`src/rtl/hdmi_tx_pkg.sv`:
```
// Shared types and default 720p60 timing for the HDMI transmit path.
package hdmi_tx_pkg;

  // Lock state of the stream-to-raster aligner.
  typedef enum logic [0:0] {
    WAIT_SOF,
    LOCKED
  } framer_state_t;

  // One pixel as carried to the three TMDS lanes {2,1,0} = {R,G,B}.
  typedef struct packed {
    logic [7:0] r;
    logic [7:0] g;
    logic [7:0] b;
  } rgb_t;

  // CEA-861 1280x720p60 raster.
  localparam int unsigned H_ACTIVE_720P = 1280;
  localparam int unsigned H_FP_720P     = 110;
  localparam int unsigned H_SYNC_720P   = 40;
  localparam int unsigned H_BP_720P     = 220;
  localparam int unsigned V_ACTIVE_720P = 720;
  localparam int unsigned V_FP_720P     = 5;
  localparam int unsigned V_SYNC_720P   = 5;
  localparam int unsigned V_BP_720P     = 20;

  // Counter width able to hold 0..n-1, never narrower than one bit.
  function automatic int unsigned cnt_width(input int unsigned n);
    return (n > 1) ? $clog2(n) : 1;
  endfunction

endpackage

```
`src/rtl/video_timing_gen.sv`:
```
// Free-running raster counters with active-region and sync decode.
// Decodes are combinational from the counters; the caller registers them.
module video_timing_gen
  import hdmi_tx_pkg::*;
#(
  parameter int unsigned H_ACTIVE = H_ACTIVE_720P,
  parameter int unsigned H_FP     = H_FP_720P,
  parameter int unsigned H_SYNC   = H_SYNC_720P,
  parameter int unsigned H_BP     = H_BP_720P,
  parameter int unsigned V_ACTIVE = V_ACTIVE_720P,
  parameter int unsigned V_FP     = V_FP_720P,
  parameter int unsigned V_SYNC   = V_SYNC_720P,
  parameter int unsigned V_BP     = V_BP_720P,
  parameter int unsigned HCW      = cnt_width(H_ACTIVE + H_FP + H_SYNC + H_BP),
  parameter int unsigned VCW      = cnt_width(V_ACTIVE + V_FP + V_SYNC + V_BP)
) (
  input  logic           clk_i,
  input  logic           rst_n_i,
  output logic [HCW-1:0] h_cnt_o,
  output logic [VCW-1:0] v_cnt_o,
  output logic           active_o,
  output logic           hsync_act_o,
  output logic           vsync_act_o
);

  localparam int unsigned HTot     = H_ACTIVE + H_FP + H_SYNC + H_BP;
  localparam int unsigned VTot     = V_ACTIVE + V_FP + V_SYNC + V_BP;
  localparam int unsigned HsStart  = H_ACTIVE + H_FP;
  localparam int unsigned HsEnd    = H_ACTIVE + H_FP + H_SYNC;
  localparam int unsigned VsStart  = V_ACTIVE + V_FP;
  localparam int unsigned VsEnd    = V_ACTIVE + V_FP + V_SYNC;
  localparam logic [HCW-1:0] HLast = HCW'(HTot - 1);
  localparam logic [VCW-1:0] VLast = VCW'(VTot - 1);

  logic [HCW-1:0] h_cnt_d, h_cnt_q;
  logic [VCW-1:0] v_cnt_d, v_cnt_q;

  // Compare in 32 bits so end-of-range constants equal to the total still fit.
  logic [31:0] h_pos, v_pos;
  assign h_pos = 32'(h_cnt_q);
  assign v_pos = 32'(v_cnt_q);

  // Next raster position: h wraps every line, v wraps every frame.
  always_comb begin
    h_cnt_d = h_cnt_q + 1'b1;
    v_cnt_d = v_cnt_q;
    if (h_cnt_q == HLast) begin
      h_cnt_d = '0;
      v_cnt_d = (v_cnt_q == VLast) ? '0 : v_cnt_q + 1'b1;
    end
  end

  // Raster position state.
  always_ff @(posedge clk_i or negedge rst_n_i) begin
    if (!rst_n_i) begin
      h_cnt_q <= '0;
      v_cnt_q <= '0;
    end else begin
      h_cnt_q <= h_cnt_d;
      v_cnt_q <= v_cnt_d;
    end
  end

  // Region decode for the current position; sync levels are active-high here.
  always_comb begin
    active_o    = (h_pos < H_ACTIVE) && (v_pos < V_ACTIVE);
    hsync_act_o = (h_pos >= HsStart) && (h_pos < HsEnd);
    vsync_act_o = (v_pos >= VsStart) && (v_pos < VsEnd);
  end

  assign h_cnt_o = h_cnt_q;
  assign v_cnt_o = v_cnt_q;

endmodule

```
`src/rtl/hdmi_video_framer.sv`:
```
// Aligns an upstream RGB beat stream (sof/eol framed) onto a free-running
// raster and presents registered pixel, DE and sync to the TMDS lanes.
// Lane 0 control bits carry {vsync, hsync}; lanes 1/2 control are tied low
// outside this block.
module hdmi_video_framer
  import hdmi_tx_pkg::*;
#(
  parameter int unsigned H_ACTIVE   = H_ACTIVE_720P,
  parameter int unsigned H_FP       = H_FP_720P,
  parameter int unsigned H_SYNC     = H_SYNC_720P,
  parameter int unsigned H_BP       = H_BP_720P,
  parameter int unsigned V_ACTIVE   = V_ACTIVE_720P,
  parameter int unsigned V_FP       = V_FP_720P,
  parameter int unsigned V_SYNC     = V_SYNC_720P,
  parameter int unsigned V_BP       = V_BP_720P,
  parameter logic        H_POL      = 1'b1,
  parameter logic        V_POL      = 1'b1,
  parameter logic [23:0] FILL_COLOR = 24'h000000
) (
  input  logic        clk_i,
  input  logic        rst_n_i,
  input  logic [23:0] vid_data_i,
  input  logic        vid_valid_i,
  input  logic        vid_sof_i,
  input  logic        vid_eol_i,
  output logic        vid_ready_o,
  output logic [23:0] px_data_o,
  output logic        px_data_val_o,
  output logic        hsync_o,
  output logic        vsync_o,
  output logic        sync_err_o
);

  localparam int unsigned HCW = cnt_width(H_ACTIVE + H_FP + H_SYNC + H_BP);
  localparam int unsigned VCW = cnt_width(V_ACTIVE + V_FP + V_SYNC + V_BP);

  logic [HCW-1:0] h_cnt;
  logic [VCW-1:0] v_cnt;
  logic           active;
  logic           hsync_act;
  logic           vsync_act;

  video_timing_gen #(
    .H_ACTIVE (H_ACTIVE),
    .H_FP     (H_FP),
    .H_SYNC   (H_SYNC),
    .H_BP     (H_BP),
    .V_ACTIVE (V_ACTIVE),
    .V_FP     (V_FP),
    .V_SYNC   (V_SYNC),
    .V_BP     (V_BP),
    .HCW      (HCW),
    .VCW      (VCW)
  ) u_timing (
    .clk_i       (clk_i),
    .rst_n_i     (rst_n_i),
    .h_cnt_o     (h_cnt),
    .v_cnt_o     (v_cnt),
    .active_o    (active),
    .hsync_act_o (hsync_act),
    .vsync_act_o (vsync_act)
  );

  logic origin;
  logic line_end;
  assign origin   = (h_cnt == '0) && (v_cnt == '0);
  assign line_end = (32'(h_cnt) == H_ACTIVE - 1);

  rgb_t fill_rgb;
  rgb_t beat_rgb;
  assign fill_rgb = rgb_t'(FILL_COLOR);
  assign beat_rgb = rgb_t'(vid_data_i);

  framer_state_t state_d, state_q;
  rgb_t          px_d, px_q;
  logic          de_d, de_q;
  logic          hs_d, hs_q;
  logic          vs_d, vs_q;
  logic          err_d, err_q;
  logic          slot_owned;

  // Ready depends only on state, position and sof, never on valid. While
  // hunting, a sof beat is parked until the frame origin; once locked, a
  // sof away from the origin is refused so it can open the next frame.
  always_comb begin
    if (!rst_n_i) begin
      vid_ready_o = 1'b0;
    end else if (state_q == WAIT_SOF) begin
      vid_ready_o = !vid_sof_i || origin;
    end else begin
      vid_ready_o = active && (origin || !vid_sof_i);
    end
  end

  // Per-slot decision: which pixel to show, whether the stream broke lock.
  always_comb begin
    state_d = state_q;
    px_d    = '0;
    de_d    = active;
    hs_d    = hsync_act ? H_POL : ~H_POL;
    vs_d    = vsync_act ? V_POL : ~V_POL;
    err_d   = 1'b0;

    // A sof beat landing on the origin while hunting is the locking beat
    // and goes through the same checks as any locked slot.
    slot_owned = (state_q == LOCKED) || (origin && vid_valid_i && vid_sof_i);

    if (active) begin
      px_d = fill_rgb;
      if (slot_owned) begin
        if (!vid_valid_i) begin
          err_d = 1'b1;
        end else if (vid_sof_i && !origin) begin
          err_d = 1'b1;
        end else if (!vid_sof_i && origin) begin
          err_d = 1'b1;
        end else if (vid_eol_i != line_end) begin
          err_d = 1'b1;
        end else begin
          px_d = beat_rgb;
        end
        state_d = err_d ? WAIT_SOF : LOCKED;
      end
    end
  end

  // Lock state and all registered outputs.
  always_ff @(posedge clk_i or negedge rst_n_i) begin
    if (!rst_n_i) begin
      state_q <= WAIT_SOF;
      px_q    <= '0;
      de_q    <= 1'b0;
      hs_q    <= ~H_POL;
      vs_q    <= ~V_POL;
      err_q   <= 1'b0;
    end else begin
      state_q <= state_d;
      px_q    <= px_d;
      de_q    <= de_d;
      hs_q    <= hs_d;
      vs_q    <= vs_d;
      err_q   <= err_d;
    end
  end

  assign px_data_o     = px_q;
  assign px_data_val_o = de_q;
  assign hsync_o       = hs_q;
  assign vsync_o       = vs_q;
  assign sync_err_o    = err_q;

endmodule
```
`config.mk`:
```
export PLATFORM = sky130hd
export DESIGN_NAME = hdmi_video_framer
export DESIGN_NICKNAME = d
export VERILOG_FILES = /design/src/rtl/hdmi_tx_pkg.sv /design/src/rtl/video_timing_gen.sv /design/src/rtl/hdmi_video_framer.sv
export SDC_FILE = /design/constraint.sdc
export NUM_CORES = 1
export LEC_CHECK = 0
export CAP_MARGIN = 20
export CORE_MARGIN = 2
export CORE_UTILIZATION = 65
export DETAILED_ROUTE_END_ITERATION = 8
export DONT_BUFFER_PORTS = 1
export PLACE_DENSITY = 0.81
export SKIP_CTS_REPAIR_TIMING = 1
export SYNTH_ARGS = -nofsm -noshare
export SYNTH_HDL_FRONTEND = slang
export SYNTH_HIERARCHICAL = 1
export SYNTH_SLANG_ARGS = --single-unit
```
`constraint.sdc`:
```
create_clock -name clk_i -period 3.6 [get_ports clk_i]
set_input_delay 0.36 -clock clk_i [delete_from_list [all_inputs] [get_ports clk_i]]
set_output_delay 0.36 -clock clk_i [all_outputs]
set_load 0.005 [all_outputs]
```
# Word level (Yosys, flattened, before mapping)
# Cells that the tools add are included.
# word_totals
ff_bits	50
word_cells	59
# op_classes
n_addsub	2
order_cmp	6
n_eq_ne	4
mux	21
reduce_logical	16
# op_table
operator	n
two-way mux 24 bit	6
equality test 11 bit (second input constant)	2
less-than comparator 11 bit (second input constant)	2
less-than comparator 10 bit (second input constant)	2
two-way mux 1 bit	13
adder 11 x 1 -> 11 bit (second input constant)	1
greater-or-equal comparator 11 bit (second input constant)	1
logical NOT 11 bit	1
two-way mux 11 bit	1
adder 10 x 1 -> 10 bit (second input constant)	1
equality test 10 bit (second input constant)	1
greater-or-equal comparator 10 bit (second input constant)	1
logical NOT 10 bit	1
two-way mux 10 bit	1
logical AND 1 bit	9
logical NOT 1 bit	2
logical OR 1 bit	2
AND reduction 2 bit	1
inequality test 1 bit	1

# Depth between registers and ports, before layout
# Gate-level depths: netlist of run 1.
# logic_depth
word_depth	10
mapped_depth	8

# Cells and area by module
# Netlist of run 1, hierarchy kept.
# by_module_without_submodules
module	instances	cells_per_inst	area_each_um2
hdmi_video_framer	1	116	1463.9
video_timing_gen	1	130	1238.7

# Worst setup path before layout of run 1
# No wires, ideal clock.
# synth_timing
kind	register to register
start	reg u_timing.h_cnt_q[3] (netlist: u_timing/h_cnt_o[3])
end	reg px_q (netlist bit px_data_o[15])
setup_ns	0.111
t_arrival_ns	1.918
t_required_ns	3.489
path_slack_ns	1.570
path_stages_with_launch	6
n_path_buf	1
period_less_slack_ns	2.030
path_cell_list	dfrtp_1 or4_4 nor3_4 nand3_2 buf_2 a2111oi_2
# synth_rtl
item	line	source
start: declaration	video_timing_gen.sv:35	logic [HCW-1:0] h_cnt_d, h_cnt_q;
start signal: assignment	video_timing_gen.sv:59	h_cnt_q <= h_cnt_d;
end signal: assignment	hdmi_video_framer.sv:138	px_q <= px_d;
end: declaration	hdmi_video_framer.sv:75	rgb_t px_d, px_q;

==> results_dict.tcl, run 1 <==
set metrics [dict create \
    multiInputGateArea_mm2 0.001257 \
    hold_violations 0 \
    run_status "completed" \
    die_w_um 68.48 \
    core_area_mm2 0.004000 \
    combPwrFrac 0.049 \
    cts_buffer_depth 2 \
    start_util 0.6756 \
    areaGrowthSynthToFinish_pct 4.954 \
    nFillCells 291 \
    min-delay-start "vid_data_i[2]" \
    htreeDepth 2 \
    synth_top_area_cell "dfrtp_1" \
    power_density_mw_per_mm2 326.1 \
    grt_max_degree 52 \
    critPathLaunch "u_timing/h_cnt_o[3]$_DFF_PN0_" \
    syn_inst 246 \
    clkPwrFrac 0.345 \
    required_ps 3760 \
    path_class "register to register" \
    remaining_drc_errors 0 \
    cp_max_fo 25 \
    max_slew_margin 0.3292 \
    grt_pass1_wl_um 8493 \
    syn-num-nets 280 \
    drive_above_1_share 0.1680 \
    seqCellArea_mm2 0.001251 \
    antenna_found_initial 0 \
    cts.sink_count 50 \
    cp_slowest_cell "a2111oi_0" \
    yosysWarnings 6 \
    avgViaCountPerCell 6.597 \
    max-cap-violations 0 \
    netSwitchingFraction 0.2355 \
    p_seq_frac 0.607 \
    yosysUniqueCellTypes 55 \
    fmax_ghz 0.3686 \
    synth_flop_cell "dfrtp_1" \
    synth-edff-count 0 \
    cp_cell_sequence "or4_4, nor3_4, nand3_2, a2111oi_0" \
    ant_nets 0 \
    start_kind "register" \
    synth_top_area_frac 0.4630 \
    end_kind "register" \
    skew_ps 6.790 \
    drt_pass1_iterations 4 \
    drtIter0Drc 191 \
    wl_per_cell_um 18.85 \
    worst_pin_slew_ps 1004 \
    vias 1946 \
    r2r-start "u_timing/h_cnt_o[3]$_DFF_PN0_" \
    clk_pin_slew_ps 90 \
    dieArea_mm2 0.004690 \
    postLayoutCoreUtil 0.7091 \
    postSynthRegisterBits 50 \
    synthArstFlopShare 1.000 \
    num-nets-final 278 \
    fin_tns_setup_ps 0 \
    grt_usage 0.2439 \
    synthesis.area_mm2 0.002703 \
    cts-buffers-inserted 5 \
    drv_slew 0 \
    gp_congestion 0.8632 \
    leakage_nw 1.191 \
    pin_count 58 \
    worst_ep_arrival_time_ps 2880 \
    ys_top_cells_by_area "dfrtp_1 46%, a2111oi_2 9.4%, inv_1 4.7%, ha_1 2.3%, xnor2_1 2.3%" \
    preCtsSetupSlack_ps 893.3 \
    port_buffers 0 \
    routed_wl_um 5562 \
    dp_cells 285 \
    dp_hpwl_um 3646 \
    p_sw_w 0.0002178 \
    rsz0062_at_grt "no" \
    synth-seq-area-share 0.4630 \
    finalWorstSetupSlack_ps 887.0 \
    avgSynthCellArea_um2 10.99 \
    die_h_um 68.48 \
    max_stage_delay_ps 640 \
    fin_cells 295 \
    p_int_w 0.0007071 \
    cts_tree "built" \
    finalSetupViolCount 0 \
    peakVddDrop_mv 0.2216 \
    core.rowCount 23 \
    hp-class "primary input to register" \
    grt_overflow_total 0 \
    cts_root_buffer "clkbuf_8" \
    fin_crit_ps 2713 \
    fin_crit_sh 0.7536 \
    grt_pass1_vias 1765 \
    clk_latency_ps 300 \
]
-- synth_stat cells (all sizes together), types with 3 or more instances --
cell     instances
mux2i            4
nand4            5
nand4bb          3
ha               5
nor4             5
and2             4
a31oi            3
and3             6
dfrtp           50
a21oi            5
inv             34
nor2            10
buf             11
nand3           13
a2111oi         25
a41oi            3
o21ai            7
xnor2            7
nor3             8
nand2            8
-- power groups by stage --
stage                     Clock, W  Combinational [W]  Sequential (W)
after floorplan                  0          0.0000255        0.000572
after global placement           0          0.0000285        0.000572
after detailed placement         0          0.0000299        0.000572
after CTS                 0.000322          0.0000300        0.000561
after global routing      0.000345          0.0000508        0.000561
final                     0.000319          0.0000450        0.000561
-- layout make-up --
type                            count  share of cell area
Antenna cell                        1           0.0008822
Tap cell                           50             0.02206
Clock buffer                        5             0.02426
Clock inverter                      2            0.004852
Timing Repair Buffer                4             0.01853
Sequential cell                    50              0.4411
Multi-Input combinational cell    149              0.4433
Inverter                           34             0.04499
-- kinds of logic (layout without fill, tap and decap cells) --
family          Yosys count  in the layout  synth area share
buf+inv                  47             45           0.07593
simple gates             74             74            0.1727
compound gates           56             56            0.2171
xor+xnor                  9              9           0.02917
flops                    50             50            0.4630
other cells               0              1                 0
fa+ha+maj                 5              5           0.02315
mux                       5              5           0.01898
-- worst paths after layout --
check	endpoint	slack, ps	cells after the start
max	px_data_o[1]$_DFF_PN0_	890	4
min	px_data_o[2]$_DFF_PN0_	160	2
max reg2reg	px_data_o[1]$_DFF_PN0_	890	4
min reg2reg	u_timing/h_cnt_o[0]$_DFF_PN0_	590	1
max in group asynchronous	u_timing/h_cnt_o[8]$_DFF_PN0_	2780	2
min in group asynchronous	u_timing/v_cnt_o[9]$_DFFE_PN0N_	600	2
-- through the flow --
step | power [W] | instance area (µm²) | hold slack (ps)
finish | 0.0009249 | 2836 | 155.0
global route | 0.0009568 | 2834 | 153.1
CTS | 0.0009134 | 2796 | -263.7
detailed placement | 0.0006023 | 2714 | 65.62
global placement | 0.0006009 | 2714 | 65.51
floorplan | 0.0005979 | 2703 | 64.41
-- critical path: cells and delay by family (launching register included) --
kind	cells	cell delay, ps
AOI/OAI and AO/OA	1	640
and+or+nand+nor	3	1470
DFF	1	470
-- layer usage --
metal,track usage,up-vias,part of all wire
met4,0.07250,0,0.011
met1,0.3284,973,0.42
met5,0,-,0
li1,-,901,-
met2,0.3894,66,0.51
met3,0.05921,6,0.051
-- sequential cells by signal, indices dropped and copies added (netlist names) --
name and count:
u_timing/h_cnt_o 11, px_data_val_o 1, sync_err_o 1, vsync_o 1
hsync_o 1, state_q 1, u_timing/v_cnt_o 10, px_data_o 24
-- placed cells by master, fill, tap and decap left out, drive strengths merged, types with 2 or more instances in the layout --
master,n
nand3,13
nand4,5
nor2,10
and4b,2
inv,35
or3,2
mux2i,4
nand4bb,3
clkbuf,5
xnor2,7
nor3,8
buf,3
nand2,8
and2,4
nor4,5
a2111oi,25
dfrtp,50
a21o,2
o21ai,7
ha,5
a21oi,5
xor2,2
and3,6
a41oi,3
a31oi,3
Note: power is estimated with default switching activity, not from simulation.
==> run 2, diff against run 1 <==
--- a/config.mk
+++ b/config.mk
@@ -7,10 +7,10 @@
 export LEC_CHECK = 0
 export CAP_MARGIN = 20
 export CORE_MARGIN = 2
-export CORE_UTILIZATION = 65
+export CORE_UTILIZATION = 57
 export DETAILED_ROUTE_END_ITERATION = 8
 export DONT_BUFFER_PORTS = 1
-export PLACE_DENSITY = 0.81
+export PLACE_DENSITY = 0.75
 export SKIP_CTS_REPAIR_TIMING = 1
 export SYNTH_ARGS = -nofsm -noshare
 export SYNTH_HDL_FRONTEND = slang
==> constraint.sdc (replaced) <==
create_clock -name clk_i -period 2.3 [get_ports clk_i]
set_input_delay 0.23 -clock clk_i [delete_from_list [all_inputs] [get_ports clk_i]]
set_output_delay 0.23 -clock clk_i [all_outputs]
set_load 0.005 [all_outputs]
==> run 2 against run 1 <==
Effect of this change:
- critical endpoint is now px_data_o[20]$_DFF_PN0_
- clock power grew 72%
- cell count grew 9.2%
- routed wire length shrank 3.8%
- clock skew grew 1.6 ps
- worst hold slack lost 130 ps
- power grew 63%
- core utilization shrank 5.1 points
- sequential share of layout area shrank 3.3 points
- non-clock buffer count grew 23
==> results_dict.tcl, run 2 (synthesized netlist as in run 1, its figures left out) <==
set metrics [dict create \
    vias 1978 \
    power_w 0.001508 \
    dieArea_mm2 0.005308 \
    min_to "px_data_o[0]$_DFF_PN0_" \
    die_h_um 72.86 \
    grt_overflow_total 0 \
    grt_usage 0.2086 \
    finalSetupViolCount 0 \
    die_w_um 72.86 \
    remaining_drc_errors 0 \
    cts-buffers-inserted 5 \
    cts_buffer_depth 2 \
    areaGrowthSynthToFinish_pct 13.43 \
    core.rowCount 25 \
    num-nets-final 301 \
    antenna_cells 0 \
    skew_ps 8.401 \
    cts_tree "built" \
    fmax_ghz 0.4508 \
    worst_ep_arrival_time_ps 2430 \
    end_kind "register" \
    cp_cell_sequence "or4_4, nor3_4, nand3_2, buf_4, a2111oi_2" \
    worst_pin_slew_ps 508.6 \
    worst-path-buf-inv 1 \
    pin_count 58 \
    hold_violations 0 \
    cp_slowest_cell "or4_4" \
    antenna_found_initial 0 \
    grt_max_degree 52 \
    routed_wl_um 5349 \
    hp-class "primary input to register" \
    fin_tns_setup_ps 0 \
    r2r_setup_slack_ps 80 \
    r2r_end "px_data_o[20]$_DFF_PN0_" \
    avgViaCountPerCell 6.143 \
    peakVddDrop_mv 0.2307 \
    wl_per_cell_um 16.61 \
    max_slew_margin 0.6599 \
    clk_latency_ps 310 \
    leakage_nw 1.321 \
    path_class "register to register" \
    drive_above_1_share 0.2425 \
    ff2ff_path_depth 5 \
    r2r-start "u_timing/h_cnt_o[3]$_DFF_PN0_" \
    fin_crit_sh 0.9645 \
    dp_hpwl_um 3744 \
    whs_path_depth 2 \
    clk_pin_slew_ps 100 \
    drv_slew 0 \
    drtIter0Drc 158 \
    start_kind "register" \
    grt_pass1_wl_um 8694 \
    gp_congestion 0.8628 \
    power_density_mw_per_mm2 491.8 \
    core_area_mm2 0.004661 \
    fin_crit_ps 2218 \
    postLayoutCoreUtil 0.6577 \
    final_cell_mix "50 x dfrtp_1, 34 x inv_1, 22 x buf_4" \
    htreeDepth 2 \
    cts_root_buffer "clkbuf_8" \
    start_util 0.5799 \
    required_ps 2510 \
    max_stage_delay_ps 540 \
    layout_commonest_cell "dfrtp_1" \
    largest_register_ffs 24 \
    cp_max_fo 12 \
    crit_family "simple AND/OR/NAND/NOR gates" \
    port_buffers 0 \
    cts.sink_count 50 \
    min-delay-start "vid_data_i[0]" \
    max-cap-violations 0 \
    grt_pass1_vias 1815 \
    hold_slack_ps 24.21 \
    drt_pass1_iterations 4 \
    rsz0062_at_grt "yes" \
    run_status "completed" \
    ant_nets 0 \
]
-- run 2: cell count changes in the layout (fill, tap and decap cells not counted) --
cell / change
clkbuf_8: +1
diode_2: -1
clkinv_2: -1
buf_12: +3
clkinvlp_4: +1
buf_4: +20
-- run 2: routing by layer --
metal / GRT usage / vias to the layer above / wire length [µm]
met5: 0 / - / 0
met4: 0.06996 / 0 / 61
met3: 0.04972 / 7 / 224
met2: 0.3111 / 51 / 2614
met1: 0.2994 / 977 / 2449
li1: - / 943 / -
-- run 2: through the flow --
step / instances / area, µm² / worst slack [ps]
floorplan: 246 / 2703 / 270.4
global placement: 312 / 2929 / 146.4
detailed placement: 312 / 2929 / 96.52
CTS: 320 / 3028 / 83.39
global route: 322 / 3065 / -74.22
finish: 322 / 3065 / 81.73
-- run 2: worst max-delay path by stage --
stage	start	endpoint	slack, ps	cells after the start
6_report	u_timing/h_cnt_o[3]$_DFF_PN0_	px_data_o[20]$_DFF_PN0_	80	5
5_1_grt	u_timing/h_cnt_o[4]$_DFF_PN0_	px_data_o[10]$_DFF_PN0_	-70	5
4_1_cts	u_timing/h_cnt_o[3]$_DFF_PN0_	px_data_o[21]$_DFF_PN0_	80	5
3_5_place_dp	u_timing/h_cnt_o[3]$_DFF_PN0_	px_data_o[21]$_DFF_PN0_	100	5
3_3_place_gp	u_timing/h_cnt_o[3]$_DFF_PN0_	px_data_o[18]$_DFF_PN0_	150	5
2_1_floorplan	u_timing/h_cnt_o[3]$_DFF_PN0_	px_data_o[15]$_DFF_PN0_	270	5
-- run 2: area by class of cell --
cell class                 instances  area, µm²
fill                             360       1595
multi-input combinational        149       1257
sequential                        50       1251
timing repair buffer              27      262.8
inverter                          34      127.6
clock buffer                       6      82.58
tap                               54      67.56
clock inverter                     2      16.27
-- run 2: power breakdown --
| part | switching [W] | leakage [nW] | internal [W] | total (W) |
|---|---|---|---|---|
| clock network | 0.000300 | 0.0478 | 0.000248 | 0.000548 |
| registers | 0 | 0.679 | 0.000878 | 0.000878 |
| logic | 0.0000531 | 0.594 | 0.0000281 | 0.0000811 |
| total | 0.000353 | 1.32 | 0.00115 | 0.00151 |
